==> src/rtl/mem_port_requester.sv <==
// Load/store to 64-bit memory port bridge: one-entry request and response registers
// with in-order read tracking. Define MEM_PORT_REQUESTER_TIMEOUT_EN for the read watchdog.
module mem_port_requester #(
    parameter int P_RD_DEPTH = 4
) (
    input  logic        iCLOCK,
    input  logic        inRESET,
    input  logic        iRESET_SYNC,
    input  logic        iLDST_REQ,
    output logic        oLDST_BUSY,
    input  logic        iLDST_RW,
    input  logic [3:0]  iLDST_MASK,
    input  logic [31:0] iLDST_ADDR,
    input  logic [31:0] iLDST_DATA,
    output logic        oLDST_VALID,
    input  logic        iLDST_BUSY,
    output logic [31:0] oLDST_DATA,
    output logic        oMEM_REQ,
    output logic        oMEM_RW,
    output logic [3:0]  oMEM_MASK,
    output logic [31:0] oMEM_ADDR,
    output logic [31:0] oMEM_DATA,
    input  logic        iMEM_BUSY,
    input  logic        iMEM_VALID,
    output logic        oMEM_BUSY,
    input  logic [63:0] iMEM_DATA
`ifdef MEM_PORT_REQUESTER_TIMEOUT_EN
    ,
    output logic        oTIMEOUT
`endif
);

    localparam int PW = (P_RD_DEPTH > 1) ? $clog2(P_RD_DEPTH) : 1;
    localparam int CW = PW + 1;
    localparam logic [CW-1:0] FULL = CW'(P_RD_DEPTH);

    logic          memReq_q,  memReq_d;
    logic          memRw_q,   memRw_d;
    logic [3:0]    memMask_q, memMask_d;
    logic [31:0]   memAddr_q, memAddr_d;
    logic [31:0]   memData_q, memData_d;
    logic [CW-1:0] rdCnt_q,   rdCnt_d;
    logic [CW-1:0] wrPtr_q,   wrPtr_d;
    logic [CW-1:0] rdPtr_q,   rdPtr_d;
    logic          selMem_q [P_RD_DEPTH];
    logic          selMem_d [P_RD_DEPTH];
    logic          ldstValid_q, ldstValid_d;
    logic [31:0]   ldstData_q,  ldstData_d;

    logic accept, rdAccept, transfer, capture, captureOk, deliver, selEmpty, sel;

    assign oLDST_BUSY  = (memReq_q && iMEM_BUSY) || (rdCnt_q == FULL);
    assign oMEM_BUSY   = ldstValid_q && iLDST_BUSY;
    assign accept      = iLDST_REQ && !oLDST_BUSY;
    assign rdAccept    = accept && !iLDST_RW;
    assign transfer    = memReq_q && !iMEM_BUSY;
    assign capture     = iMEM_VALID && !oMEM_BUSY;
    assign deliver     = ldstValid_q && !iLDST_BUSY;
    // Pointers carry an extra wrap bit so equal pointers unambiguously mean empty.
    assign selEmpty    = (wrPtr_q == rdPtr_q);
    assign captureOk   = capture && !selEmpty;
    assign sel         = selMem_q[rdPtr_q[PW-1:0]];

    assign oMEM_REQ    = memReq_q;
    assign oMEM_RW     = memRw_q;
    assign oMEM_MASK   = memMask_q;
    assign oMEM_ADDR   = memAddr_q;
    assign oMEM_DATA   = memData_q;
    assign oLDST_VALID = ldstValid_q;
    assign oLDST_DATA  = ldstData_q;

    always_comb begin
        memReq_d    = memReq_q;
        memRw_d     = memRw_q;
        memMask_d   = memMask_q;
        memAddr_d   = memAddr_q;
        memData_d   = memData_q;
        rdCnt_d     = rdCnt_q;
        wrPtr_d     = wrPtr_q;
        rdPtr_d     = rdPtr_q;
        selMem_d    = selMem_q;
        ldstValid_d = ldstValid_q;
        ldstData_d  = ldstData_q;

        if (accept) begin
            memReq_d  = 1'b1;
            memRw_d   = iLDST_RW;
            memMask_d = iLDST_MASK;
            memAddr_d = iLDST_ADDR;
            memData_d = iLDST_DATA;
        end else if (transfer) begin
            memReq_d = 1'b0;
        end

        if (rdAccept) begin
            selMem_d[wrPtr_q[PW-1:0]] = iLDST_ADDR[0];
            wrPtr_d = wrPtr_q + CW'(1);
        end

        case ({rdAccept, deliver && (rdCnt_q != '0)})
            2'b10:   rdCnt_d = rdCnt_q + CW'(1);
            2'b01:   rdCnt_d = rdCnt_q - CW'(1);
            default: rdCnt_d = rdCnt_q;
        endcase

        if (captureOk) begin
            rdPtr_d     = rdPtr_q + CW'(1);
            ldstValid_d = 1'b1;
            ldstData_d  = sel ? iMEM_DATA[63:32] : iMEM_DATA[31:0];
        end else if (deliver) begin
            ldstValid_d = 1'b0;
        end

        // Synchronous clear overrides every update above.
        if (iRESET_SYNC) begin
            memReq_d    = 1'b0;
            memRw_d     = 1'b0;
            memMask_d   = '0;
            memAddr_d   = '0;
            memData_d   = '0;
            rdCnt_d     = '0;
            wrPtr_d     = '0;
            rdPtr_d     = '0;
            ldstValid_d = 1'b0;
            ldstData_d  = '0;
            for (int i = 0; i < P_RD_DEPTH; i++) selMem_d[i] = 1'b0;
        end
    end

    always_ff @(posedge iCLOCK or negedge inRESET) begin
        if (!inRESET) begin
            memReq_q    <= 1'b0;
            memRw_q     <= 1'b0;
            memMask_q   <= '0;
            memAddr_q   <= '0;
            memData_q   <= '0;
            rdCnt_q     <= '0;
            wrPtr_q     <= '0;
            rdPtr_q     <= '0;
            ldstValid_q <= 1'b0;
            ldstData_q  <= '0;
            for (int i = 0; i < P_RD_DEPTH; i++) selMem_q[i] <= 1'b0;
        end else begin
            memReq_q    <= memReq_d;
            memRw_q     <= memRw_d;
            memMask_q   <= memMask_d;
            memAddr_q   <= memAddr_d;
            memData_q   <= memData_d;
            rdCnt_q     <= rdCnt_d;
            wrPtr_q     <= wrPtr_d;
            rdPtr_q     <= rdPtr_d;
            ldstValid_q <= ldstValid_d;
            ldstData_q  <= ldstData_d;
            selMem_q    <= selMem_d;
        end
    end

`ifdef MEM_PORT_REQUESTER_TIMEOUT_EN
    logic [7:0] wd_q, wd_d;
    logic       timeout_q, timeout_d;

    // Counts cycles without a return while reads are outstanding; the flag is sticky.
    always_comb begin
        wd_d      = wd_q;
        timeout_d = timeout_q;
        if (capture || (rdCnt_q == '0)) begin
            wd_d = 8'd0;
        end else if (wd_q != 8'hFF) begin
            wd_d = wd_q + 8'd1;
        end
        if (wd_d == 8'hFF) timeout_d = 1'b1;
        if (iRESET_SYNC) begin
            wd_d      = 8'd0;
            timeout_d = 1'b0;
        end
    end

    always_ff @(posedge iCLOCK or negedge inRESET) begin
        if (!inRESET) begin
            wd_q      <= 8'd0;
            timeout_q <= 1'b0;
        end else begin
            wd_q      <= wd_d;
            timeout_q <= timeout_d;
        end
    end

    assign oTIMEOUT = timeout_q;
`endif

endmodule

==> config.mk <==
export PLATFORM = sky130hd
export DESIGN_NAME = mem_port_requester
export DESIGN_NICKNAME = d
export VERILOG_FILES = /design/src/rtl/mem_port_requester.sv
export SDC_FILE = /design/constraint.sdc
export NUM_CORES = 1
export LEC_CHECK = 0
export CAP_MARGIN = 5
export CORE_MARGIN = 5
export CORE_UTILIZATION = 40
export CTS_CLUSTER_DIAMETER = 100
export CTS_CLUSTER_SIZE = 12
export DETAILED_ROUTE_END_ITERATION = 16
export PLACE_DENSITY = 0.82
export SLEW_MARGIN = 20
export SYNTH_ARGS = -nofsm -noshare
export SYNTH_HDL_FRONTEND = slang
export SYNTH_SLANG_ARGS = --single-unit
export TNS_END_PERCENT = 50
==> constraint.sdc <==
create_clock -name iCLOCK -period 4 [get_ports iCLOCK]
set_clock_uncertainty 0.1 [all_clocks]
set_input_delay 0.8 -clock iCLOCK [delete_from_list [all_inputs] [get_ports iCLOCK]]
set_output_delay 0.8 -clock iCLOCK [all_outputs]
set_load 0.01 [all_outputs]
### Word level (Yosys, flattened, before mapping)

Index checks and enable logic that the tools add are counted.

| cells by class | value |
|---|---|
| add/subtract/negate cells | 4 |
| $lt $le $gt $ge | 3 |
| equal/unequal tests | 4 |
| mux-type cells | 31 |
| bitwise operators | 2 |
| reductions and logical operators | 24 |

Operator list:

| cell | count |
|---|---|
| $mux 32 | 7 |
| $mux 4 | 4 |
| $mux 3 | 5 |
| $reduce_bool 3->1 | 4 |
| $mux 1 | 11 |
| $logic_and 1x1->1 | 10 |
| $add 3x1->3 const B | 3 |
| $ge 3x3->1 const B | 2 |
| $logic_not 1->1 | 6 |
| $not 2->3 | 2 |
| $pmux 3 s2 | 1 |
| $reduce_bool 2->1 | 3 |
| $bwmux 4 | 1 |
| $eq 3x3->1 | 1 |
| $eq 3x3->1 const B | 1 |
| $lt 3x1->1 const B | 1 |
| $sub 3x1->3 const B | 1 |
| $bmux 1 s2 | 1 |
| $demux 1 s2 | 1 |
| $eq 2x1->1 const B | 1 |
| $eq 2x2->1 const B | 1 |
| $logic_or 1x1->1 | 1 |

| word-level totals | value |
|---|---|
| bits in registers | 116 |
| bits of input ports | 140 |
| output and inout port bits | 105 |

### Longest topological paths before layout

| logic depth | value |
|---|---|
| depth after elaboration | 8 |
| gate-level depth with buffers | 8 |
| mapped depth without buffers | 7 |

### Worst setup path after synthesis

OpenSTA, ideal clock, no wires.

| timing | value |
|---|---|
| kind | in2reg |
| start | input port iLDST_REQ |
| end | register rdCnt_q[2] |
| library setup time | 0.085 ns |
| arrival time | 2.415 ns |
| data required time | 3.815 ns |
| setup slack | 1.400 ns |
| stages | 8 |
| cell sequence | nor2b_1 -> buf_2 -> nand3_1 -> nor2b_1 -> fa_1 -> a2111oi_0 -> a2bb2oi_1 -> a31oi_1 |

| on the way | value |
|---|---|
| cells in the longest elaborated chain, start to end | 5 |
| elaborated cells on any way between the ends | 7 |
| those cells by class | eq/ne: 2; mux: 2; reduce/logical: 3 |

RTL lines:

| item | RTL line | source |
|---|---|---|
| start: declaration | 9 | `input logic iLDST_REQ,` |
| $logic_and 1x1->1 (*) | 54 | `assign accept = iLDST_REQ && !oLDST_BUSY;` |
| $logic_and 1x1->1 (*) | 55 | `assign rdAccept = accept && !iLDST_RW;` |
| $eq 2x1->1 or $eq 2x2->1 (tied branches) | 100 | `case ({rdAccept, deliver && (rdCnt_q != '0)})` |
| $pmux 3 s2 | 100 |  |
| $mux 3 | 115 | `if (iRESET_SYNC) begin` |
| end signal: assignment | 149 | `rdCnt_q <= rdCnt_d;` |
| end: declaration | 42 | `logic [CW-1:0] rdCnt_q, rdCnt_d;` |

Every way passes the cells marked *; elsewhere a longest branch is shown, timed or not.
A chain may end at the register's enable or synchronous reset.

### Worst setup path after layout

| timing | value |
|---|---|
| start | input port iMEM_BUSY |
| end | output port oLDST_BUSY |

| on the way | value |
|---|---|
| cells in the longest elaborated chain, start to end | 2 |

RTL lines:

| item | RTL line | source |
|---|---|---|
| start: declaration | 23 | `input logic iMEM_BUSY,` |
| $logic_and 1x1->1 | 52 | `assign oLDST_BUSY = (memReq_q && iMEM_BUSY) \|\| (rdCnt_q == FULL);` |
| $logic_or 1x1->1 | 52 |  |
| end: declaration | 10 | `output logic oLDST_BUSY,` |

No other way between the ends.

==> flow_summary_export.csv <==
group,metric,value,unit
global_routing,antenna_found_initial,0,
logic_synthesis,syn-instance-count,570,
die,coreArea,13240,sq um
route,drcViolationCount,0,
sta,max_freq,324.6,MHz
logic_synthesis,synth_cell_types,32,
sta,fin_tns_setup,0,ps
global_routing,grt_pass1_vias,4782,
place,placed_area,7930,sq um
logic_synthesis,synth_ff_type,"dfrtp_1",
global_routing,grt_max_degree,70,
global_routing,grt_pass1_wl,24700,um
layout,final_area,8564,sq um
setup_path,path_class,"input port to output pin",
sta,max-slew-margin-rel,0.4474,
clock_network,cts-root-buf,"clkbuf_16",
route,ant_nets,0,
logic_synthesis,syn_nets,716,
sta,finalSetupViolCount,0,
sta,tightest_slew,828.9,ps
layout,num-fill-cells,1087,
logic_synthesis,yosys_warnings,0,
clock_network,cts_buffers,17,
layout,utilization,0.6467,
sta,rsz0062_at_grt,"no",
clock_network,cts_buffer_depth,2,
place,io_buffers,244,
sta,drv_slew,0,
hold_path,hold_path_class,"input port to asynchronous set/reset pin",
logic_synthesis,async_flop_share,1.000,
die,initial_core_util,0.4082,
setup_path,r2r_cells,7,
setup_path,r2r_end,"rdCnt_q[2]",
logic_synthesis,synth.avg_cell_area,9.483,sq um
power,peakVddDrop,0.2263,mV
logic_synthesis,synth_top_cell_area_share,0.5370,
logic_synthesis,synth_top_cell_by_area,"dfrtp_1",
setup_path,r2r_start,"rdCnt_q[2]",
layout,antennaDiodeCount,0,
setup_path,crit_required,3100,ps
global_routing,track_usage,0.1944,
die,die_x,126.2,um
sta,whs,389.0,ps
logic_synthesis,synth_area_leaders,"dfrtp_1 54%, nand2_1 14%, a311oi_2 8.9%",
die,dieArea,15940,sq um
logic_synthesis,synth_edf_count,0,
route,wl_per_cell,15.91,um
place,dp_hpwl,11030,um
power,p_per_area,439.7,nW/um^2
sta,period_share,0.7702,
flow_run,drv_cap,0,
logic_synthesis,syn_area,5405,sq um
logic_synthesis,seq_area_frac_synth,0.5370,
clock_network,clk_pin_slew,50,ps
place,routabilityCongestion,0.8144,
layout,final_common_cell,"clkdlybuf4s50_1",
clock_network,ctsResizeCount,0,
clock_network,clk_latency,410,ps
clock_network,cts_sinks,116,
layout,layout_common_cells,"242 x clkdlybuf4s50_1, 204 x nand2_1, 116 x dfrtp_1, 72 x a21oi_1, 45 x nor2_1",
setup_path,end_kind,"output pin",
setup_path,crit_arrival,2180,ps
setup_path,rrSetupSlack,1560,ps
die,rows,42,
setup_path,worst_setup_path_start_kind,"input port",
clock_network,h-tree-depth,4,
layout,drive_gt1_frac,0.09889,
route,first_pass_iters,4,
route,routed_wl,15670,um
layout,area_growth,58.45,%
setup_path,crit_path_max_fanout,13,
sta,final-hold-violation-count,0,
clock_network,post_cts_buffers,0,
layout,nets,943,
logic_synthesis,synth_seq_cells,116,
clock_network,tritoncts,"built",
die,pin_count,245,
route,vias,4929,
route,via_per_inst,5.004,
global_routing,grt_overflow,0,
clock_network,cts_hold_buf,0,
route,drt_iter0_drc,325,
outcome,status,"finished, final reports clean",
sta,period_needed,3081,ps
power,p_leak,3.591,nW
die,die_h,126.2,um
kinds of logic (layout without fill, tap and decap cells):
kind of cell / Yosys count / count (layout) / share of synthesized area
AO/OA/AOI/OAI: 111 / 111 / 0.1692
XOR/XNOR: 7 / 7 / 0.01134
adder cells (fa/ha/maj): 6 / 6 / 0.01528
buffers and inverters: 47 / 286 / 0.04653
flip-flops: 116 / 116 / 0.5370
multiplexers: 12 / 12 / 0.02269
AND/OR/NAND/NOR: 271 / 271 / 0.1979
Yosys cell counts (all sizes together), types with 5 or more instances:
cell	n
a21oi	72
a311oi	33
buf	19
clkbuf	25
dfrtp	116
ha	5
mux2i	10
nand2	204
nand4	6
nor2	45
xnor2	6
power breakdown:
group	switching (mW)	internal, mW
clock	0.508	1.10
combinational	0.384	0.432
sequential	0.0631	1.28
area by class of cell:
type	instances	area (sq um)	area share
inverters	3	11.26	0.001315
clock inverters	9	150.1	0.01753
repair buffers	252	2535	0.2960
clock buffers	22	484.2	0.05654
well taps	176	220.2	0.02571
flip-flops and latches	116	2903	0.3389
multi-input cells	407	2261	0.2640
stage by stage:
stage | total power, mW | instances | setup slack (ps)
2_1_floorplan | 1.761 | 570 | 1400
3_3_place_gp | 2.169 | 954 | 769.5
3_5_place_dp | 2.183 | 954 | 737.6
4_1_cts | 3.816 | 985 | 917.4
5_1_grt | 3.942 | 985 | 837.9
6_report | 3.766 | 985 | 919.2
state kept, by name, summed over array words and instances, names as in the netlist:
signal and count:
oLDST_VALID 1, rdPtr_q 3, oMEM_MASK 4, oMEM_DATA 32, oLDST_DATA 32, oMEM_ADDR 32
rdCnt_q 3, oMEM_REQ 1, oMEM_RW 1, selMem_q 4, wrPtr_q 3
worst max-delay path by stage:
stage               from         end  slack (ps)
2_1_floorplan  iLDST_REQ  rdCnt_q[2]        1400
3_3_place_gp   iLDST_REQ  rdCnt_q[2]         770
3_5_place_dp   iLDST_REQ  rdCnt_q[2]         740
4_1_cts        iMEM_BUSY  oLDST_BUSY         920
5_1_grt        iMEM_BUSY  oLDST_BUSY         840
6_report       iMEM_BUSY  oLDST_BUSY         920
critical path, stage by stage:
cell and delay, ps:
clkdlybuf4s50_1 460, nand2_1 240, nand2_1 140, clkdlybuf4s50_1 540
routing by layer:
metal | track usage | routed length (um)
met4 | 0.07445 | 354
met3 | 0.09229 | 1702
met1 | 0.2371 | 6421
met2 | 0.2998 | 7194
met5 | 0 | 0
(Power assumes the default switching activity.)
